File: src/rtl/demux_pkg.sv
// Shared constants and types for the 1-to-2 buffered demultiplexer.
// The optional statistics feature is controlled by DEMUX_STATS_EN in the top module.
package demux_pkg;

  localparam int DEMUX_WIDTH = 64;
  localparam int DEMUX_DEPTH = 2;

  typedef enum logic {
    CH0 = 1'b0,
    CH1 = 1'b1
  } chan_e;

  // A one-entry FIFO would still need a one-bit pointer.
  function automatic int ptr_width(input int depth);
    return (depth > 1) ? $clog2(depth) : 1;
  endfunction

  localparam int DEMUX_PTR_W = ptr_width(DEMUX_DEPTH);

endpackage

File: src/rtl/demux_chan_fifo.sv
// Per-channel synchronous FIFO with registered count and no read bypass.
// DEPTH must be a power of two, so the pointers wrap naturally.
module demux_chan_fifo
  import demux_pkg::*;
#(
  parameter  int WIDTH = DEMUX_WIDTH,
  parameter  int DEPTH = DEMUX_DEPTH,
  localparam int PTR_W = ptr_width(DEPTH)
) (
  input  logic             clk,
  input  logic             rst_n,
  input  logic             i_push,
  input  logic [WIDTH-1:0] i_data,
  input  logic             i_pop,
  output logic [WIDTH-1:0] o_data,
  output logic             o_full,
  output logic             o_empty
);

  localparam logic [PTR_W-1:0] PTR_ONE   = PTR_W'(1);
  localparam logic [PTR_W:0]   CNT_ONE   = (PTR_W + 1)'(1);
  localparam logic [PTR_W:0]   CNT_DEPTH = (PTR_W + 1)'(DEPTH);

  logic [WIDTH-1:0] r_mem [DEPTH];
  logic [PTR_W-1:0] r_wr_ptr;
  logic [PTR_W-1:0] r_rd_ptr;
  logic [PTR_W:0]   r_count;
  logic             w_push;
  logic             w_pop;

  assign o_full  = (r_count == CNT_DEPTH);
  assign o_empty = (r_count == '0);
  assign w_push  = i_push && !o_full;
  assign w_pop   = i_pop && !o_empty;

  // Output comes straight from storage: no combinational path from i_data.
  assign o_data = r_mem[r_rd_ptr];

  always_ff @(posedge clk or negedge rst_n) begin
    if (!rst_n) begin
      // NOTE: storage is reset so out*_data reads 0 after reset; a small array
      // keeps that cheap, where a deep RAM would normally be left unreset.
      for (int i = 0; i < DEPTH; i++) r_mem[i] <= '0;
      r_wr_ptr <= '0;
      r_rd_ptr <= '0;
      r_count  <= '0;
    end else begin
      // NOTE: non-blocking assignments ensure every branch sees pre-edge state.
      if (w_push) begin
        r_mem[r_wr_ptr] <= i_data;
        r_wr_ptr        <= r_wr_ptr + PTR_ONE;
      end
      if (w_pop) r_rd_ptr <= r_rd_ptr + PTR_ONE;
      case ({w_push, w_pop})
        2'b10:   r_count <= r_count + CNT_ONE;
        2'b01:   r_count <= r_count - CNT_ONE;
        default: r_count <= r_count;
      endcase
    end
  end

endmodule

File: src/rtl/demux1t2_64_buf.sv
// Registered 1-to-2 demux: steers each accepted word into one of two channel FIFOs.
// Define DEMUX_STATS_EN to add per-channel delivered-word counters (stat0_cnt/stat1_cnt).
module demux1t2_64_buf
  import demux_pkg::*;
#(
  parameter int WIDTH = DEMUX_WIDTH,
  parameter int DEPTH = DEMUX_DEPTH
) (
  input  logic             clk,
  input  logic             rst_n,
  input  logic             in_valid,
  output logic             in_ready,
  input  logic             in_sel,
  input  logic [WIDTH-1:0] in_data,
  output logic             out0_valid,
  input  logic             out0_ready,
  output logic [WIDTH-1:0] out0_data,
  output logic             out1_valid,
  input  logic             out1_ready,
  output logic [WIDTH-1:0] out1_data
`ifdef DEMUX_STATS_EN
  ,
  output logic [31:0]      stat0_cnt,
  output logic [31:0]      stat1_cnt
`endif
);

  chan_e w_sel;
  logic  w_full0, w_full1;
  logic  w_empty0, w_empty1;
  logic  w_accept;
  logic  w_push0, w_push1;
  logic  w_pop0, w_pop1;

  assign w_sel = chan_e'(in_sel);

  // Ready depends only on the select and registered fullness, never on outX_ready.
  assign in_ready = (w_sel == CH0) ? !w_full0 : !w_full1;
  assign w_accept = in_valid && in_ready;
  assign w_push0  = w_accept && (w_sel == CH0);
  assign w_push1  = w_accept && (w_sel == CH1);

  assign out0_valid = !w_empty0;
  assign out1_valid = !w_empty1;
  assign w_pop0     = out0_valid && out0_ready;
  assign w_pop1     = out1_valid && out1_ready;

  demux_chan_fifo #(
    .WIDTH(WIDTH),
    .DEPTH(DEPTH)
  ) u_fifo0 (
    .clk    (clk),
    .rst_n  (rst_n),
    .i_push (w_push0),
    .i_data (in_data),
    .i_pop  (w_pop0),
    .o_data (out0_data),
    .o_full (w_full0),
    .o_empty(w_empty0)
  );

  demux_chan_fifo #(
    .WIDTH(WIDTH),
    .DEPTH(DEPTH)
  ) u_fifo1 (
    .clk    (clk),
    .rst_n  (rst_n),
    .i_push (w_push1),
    .i_data (in_data),
    .i_pop  (w_pop1),
    .o_data (out1_data),
    .o_full (w_full1),
    .o_empty(w_empty1)
  );

`ifdef DEMUX_STATS_EN
  logic [31:0] r_stat0_cnt;
  logic [31:0] r_stat1_cnt;

  // Counters wrap silently at 2^32.
  always_ff @(posedge clk or negedge rst_n) begin
    if (!rst_n) begin
      r_stat0_cnt <= '0;
      r_stat1_cnt <= '0;
    end else begin
      if (w_pop0) r_stat0_cnt <= r_stat0_cnt + 32'd1;
      if (w_pop1) r_stat1_cnt <= r_stat1_cnt + 32'd1;
    end
  end

  assign stat0_cnt = r_stat0_cnt;
  assign stat1_cnt = r_stat1_cnt;
`endif

endmodule

File: config.mk
export PLATFORM = sky130hd
export DESIGN_NAME = demux1t2_64_buf
export DESIGN_NICKNAME = d
export VERILOG_FILES = /design/src/rtl/demux_pkg.sv /design/src/rtl/demux_chan_fifo.sv /design/src/rtl/demux1t2_64_buf.sv
export SDC_FILE = /design/constraint.sdc
export NUM_CORES = 1
export LEC_CHECK = 0
export CORE_ASPECT_RATIO = 0.7
export CORE_MARGIN = 4
export CORE_UTILIZATION = 53
export CTS_BUF_LIST = sky130_fd_sc_hd__clkbuf_16
export DETAILED_ROUTE_END_ITERATION = 10
export GPL_ROUTABILITY_DRIVEN = 0
export PLACE_DENSITY = 0.8
export SLEW_MARGIN = 5
export SYNTH_ARGS = -nofsm -noshare
export SYNTH_HDL_FRONTEND = slang
export SYNTH_SLANG_ARGS = --single-unit
File: constraint.sdc
create_clock -name clk -period 2.5 [get_ports clk]
set_clock_uncertainty 0.15 [all_clocks]
set_input_delay 0.375 -clock clk [delete_from_list [all_inputs] [get_ports clk]]
set_output_delay 0.375 -clock clk [all_outputs]
set_load 0.02 [all_outputs]
## After elaboration in Yosys (flattened, before gate mapping)

Cells that the tools add are included.

| word-level totals | value |
|---|---|
| bits in registers | 264 |
| input bits | 70 |
| word-level logic and storage cells | 69 |

| cells by class | value |
|---|---|
| $add $sub $neg | 8 |
| order comparisons | 6 |
| equality and inequality tests | 6 |
| muxes and demuxes | 15 |
| bitwise gates (word level) | 5 |
| reduce and logical (&&, ||, !) cells | 19 |

Operator list:

| operator | number |
|---|---|
| $mux W64 | 8 |
| $bwmux W128 | 2 |
| $demux W64 S1 | 2 |
| $logic_and A1 B1 Y1 | 11 |
| $eq A2 B2 Y1 const B | 4 |
| $ge A2 B2 Y1 const B | 4 |
| $not A1 Y2 | 4 |
| $pmux W2 S2 | 2 |
| $add A1 B1 Y1 const B | 4 |
| $add A2 B1 Y2 const B | 2 |
| $eq A2 B1 Y1 const B | 2 |
| $logic_not A1 Y1 | 4 |
| $logic_not A2 Y1 | 2 |
| $lt A2 B1 Y1 const B | 2 |
| $reduce_bool A2 Y1 | 2 |
| $sub A2 B1 Y2 const B | 2 |
| $mux W1 | 1 |
| $not A1 Y1 | 1 |

## Longest topological paths before layout

| logic depth | value |
|---|---|
| word-level depth | 8 |
| gate-level depth with buffers | 6 |
| depth with buffers taken out | 6 |

## Hierarchy

Synthesis repeated with hierarchy kept, for this count alone.

| unflattened totals | value |
|---|---|
| cell total of the unflattened synthesis | 725 |
| area, all modules | 12135.4 µm² |

Modules (own cells, without submodules):

| module | times used | cells each | area an instance (µm²) | seq. area each (µm²) |
|---|---|---|---|---|
| demux_chan_fifo | 2 | 359 | 6044.5 | 3303.2 |
| demux1t2_64_buf | 1 | 7 | 46.3 | 0.0 |

## Least setup slack after synthesis

No wires, ideal clock.

| path | value |
|---|---|
| path kind | register to output |
| start point | register u_fifo0.r_rd_ptr |
| end point | output out0_data[0] |
| data arrival time | 1.407 ns |
| path slack | 0.568 ns |
| stages on the path, launching flop included | 4 |
| buffers on the path | 2 |
| path through | dfrtp_1 -> clkbuf_1 -> clkbuf_1 -> mux2_2 |

| on the way | value |
|---|---|
| cells in the longest elaborated chain, start to end | 4 |

Ends and longest elaborated chain:

| item | line | text |
|---|---|---|
| start, declared | demux_chan_fifo.sv:26 | `logic [PTR_W-1:0] r_rd_ptr;` |
| start signal, assigned | demux_chan_fifo.sv:53 | `if (w_pop) r_rd_ptr <= r_rd_ptr + PTR_ONE;` |
| $not A1 Y2 (not written as such) | demux_chan_fifo.sv:37 | `assign o_data = r_mem[r_rd_ptr];` |
| $mux W64 (not written as such) (3 in series) | demux_chan_fifo.sv:37 |  |
| end, declared | demux1t2_64_buf.sv:17 | `output logic [WIDTH-1:0] out0_data,` |

Every way passes these cells. The select of a mux whose other input is x is not followed.

## Worst setup path after layout

| path | value |
|---|---|
| start point | register u_fifo0.r_rd_ptr |
| end point | output out0_data[3] |

The elaborated chain is that of the path after synthesis.

==> qor.yml <==
clockRootBuffer: "clkbuf_16"
yosys-top-cells-area: "dfrtp_1, mux2_2, mux2_4"
nNetsFinal: 1002
worstRegToRegCells: 4
timing.fmax_ghz: 0.409
grt_setup_unrepaired: "yes"
ys_types: 23
worstSetupEndpointType: "output pin"
intPower_uw: 14000
maxCapViolations: 0
critical_path_buf_inv_count: 2
firstDrtPassIters: 4
setup_viol: 0
min_period_over_period_pct: 97.9
drt_iter0_drc: 383
grt_start_max_net_pins: 71
synthDominantAreaCellType: "dfrtp_1"
n_antenna_cell: 0
timing.reg2reg.setup_slack_ps: 580
syn_avg_cell_area_um2: 16.2
arrival_ps: 1920
max_stage_delay_ps: 460
antenna_found_initial: 0
post_synth_instance_area_mm2: 0.0116
cts_max_path_buffers: 3
post-route-cell-area_mm2: 0.0148
cp-start-kind: "register"
floorplan.initialDensity_pct: 53.8
path_max_fanout: 19
cts-buffers-inserted: 25
die_width_um: 185
io_pins: 201
most_common_cell_after_layout_fill_and_taps_aside: "mux2_2"
switching_share_pct: 35.7
power_share_of_the_sequential_group_pct: 34.9
clk_latency_ps: 510
cts-htree-levels: 1
slew_headroom_pct: 62.1
cts.repair_timing.setup_buffer_count: 0
pleak_uw: 0.00669
worst_slew_pin_slew_ps: 568
io_buffer_count: 200
drt_drc_violations_left: 0
cp_num_cells: 3
post_route_cells_drive_above_1_share_pct: 43.3
multiInputGateArea_mm2: 0.00482
mappedNetlistNets: 791
detail_route.wirelength_um: 25500
syn2layout_area_growth_pct: 27.1
setup_cp_type: "register to output pin"
synth.yosys.seq_area_share_pct: 56.8
detailedPlacementHpwl_um: 16000
timing.critical_path.cells: "buf_8 -> mux2_2 -> dlygate4sd2_1"
most_frequent_cells_in_the_layout: "mux2_2, dfrtp_1, dlygate4sd2_1"
routedWlPerCell_um: 20.7
hold_violations: 0
required_ps: 1980
postSynthCellCount: 719
final.fill_count: 1526
power.clock.fraction_pct: 16.4
tritoncts: "built"
final_antenna_violating_net_count: 0
die_h_um: 132
crit-reg2reg-launch: "u_fifo0.r_count[0]"
die_area_mm2: 0.0244
worstReg2RegEnd: "u_fifo0.r_mem[0]"
cts.sinks: 264
yosys_register_bits: 264
placeableCoreArea_mm2: 0.0216
pwr_density_cell_mw_per_mm2: 1470
power_frac_comb_pct: 48.7
run_status: "finished, final reports clean"
critical-path-top-delay-family: "buffers and inverters"
final_global_route_overflow_total: 0
path_category_of_the_worst_min_delay_check: "input port to async pin"
utilization_pct: 68.4
postPlaceCellArea_mm2: 0.0141
synth.yosys.warnings: 0
grt_usage_pct: 20.9
rows: 45
register_area_mm2: 0.00661
detailroute.via_count: 6660
slowest_stage: "dfrtp_2"
finalCriticalPeriod_ps: 2450
first_global_vias: 7130
final_max_slew_viol_count: 0
clkTransAtPathRegs_ps: 60
via_per_inst: 5.42
peakVddDrop_mv: 0.890
power.switching_uw: 7790
grt_first_pass_wirelength_um: 41100
fraction_of_post_synthesis_cell_area_in_the_top_cell_type_by_area_pct: 56.8
-- timing repair --
| item | 4_1_cts | 5_1_grt |
|---|---|---|
| pin swaps | 0 | 0 |
| hold endpoints to repair | 63 | 0 |
| gates resized for setup | 132 | 3 |
| setup endpoints to repair | 128 | 6 |
| gates cloned | 2 | 0 |
| hold buffers | 1 | 0 |
-- synthesized netlist by cell type, drive strengths merged --
library cell,n
mux2,384
dfrtp,264
buf,25
clkbuf,14
xnor2,6
nand2b,4
xor2,4
nor2,3
and2,2
ha,2
nor2b,2
nor3,2
or2,2
a21oi,1
nand2,1
nand3,1
nand4,1
or3b,1
-- cell type report --
type | instances | share of cell area [%]
Tap cell | 282 | 2.39
Sequential cell | 264 | 44.7
Clock inverter | 19 | 0.897
Timing Repair Buffer | 223 | 15.2
Multi-Input combinational cell | 416 | 32.6
Clock buffer | 25 | 4.23
-- layer usage --
| metal | part of all wire [%] | track usage, % |
|---|---|---|
| met5 | 0 | 0 |
| met4 | 1.4 | 3.02 |
| met3 | 4.6 | 3.47 |
| met2 | 45 | 31.9 |
| met1 | 49 | 32.7 |
-- flip-flops by register name, indices dropped and copies added (netlist names) --
signal / flops
u_fifo1.r_rd_ptr: 1
u_fifo0.r_wr_ptr: 1
u_fifo0.r_rd_ptr: 1
u_fifo1.r_count: 2
u_fifo1.r_wr_ptr: 1
u_fifo0.r_mem: 128
u_fifo0.r_count: 2
u_fifo1.r_mem: 128
-- power by group through the flow --
stage | Sequential (uW) | Combinational (uW) | Clock, uW
global placement | 7510 | 11600 | 0
global route | 7870 | 11300 | 3820
finish | 7620 | 10600 | 3570
CTS | 7610 | 10800 | 3650
floorplan | 7230 | 7320 | 0
detailed placement | 7590 | 11700 | 0
-- worst max path at each step --
stage	from	endpoint
final	u_fifo0.r_rd_ptr	out0_data[3]
after global routing	u_fifo0.r_rd_ptr	out0_data[3]
after CTS	u_fifo0.r_rd_ptr	out0_data[57]
after detailed placement	in_valid	u_fifo0.r_mem[55]
after global placement	in_valid	u_fifo0.r_mem[45]
after floorplan	u_fifo0.r_rd_ptr	out0_data[0]
-- cells by family after synthesis --
logic type      share of synthesized area, %
buf+inv                                 1.87
simple gates                            1.24
xor+xnor                               0.753
fa+ha+maj                              0.215
mux                                     39.1
flops                                   56.8
compound gates                        0.0430
-- stage by stage --
step	setup slack, ps	total power [uW]	instances	setup TNS, ps	hold slack [ps]
after CTS	8.81	22000	1229	0	286
after global routing	-7.54	23000	1229	-18.0	332
after floorplan	568	14600	719	0	-70.6
after detailed placement	117	19300	1182	0	236
final	53.1	21800	1229	0	271
after global placement	148	19100	1182	0	234
Power figures use the tool's default switching activity.
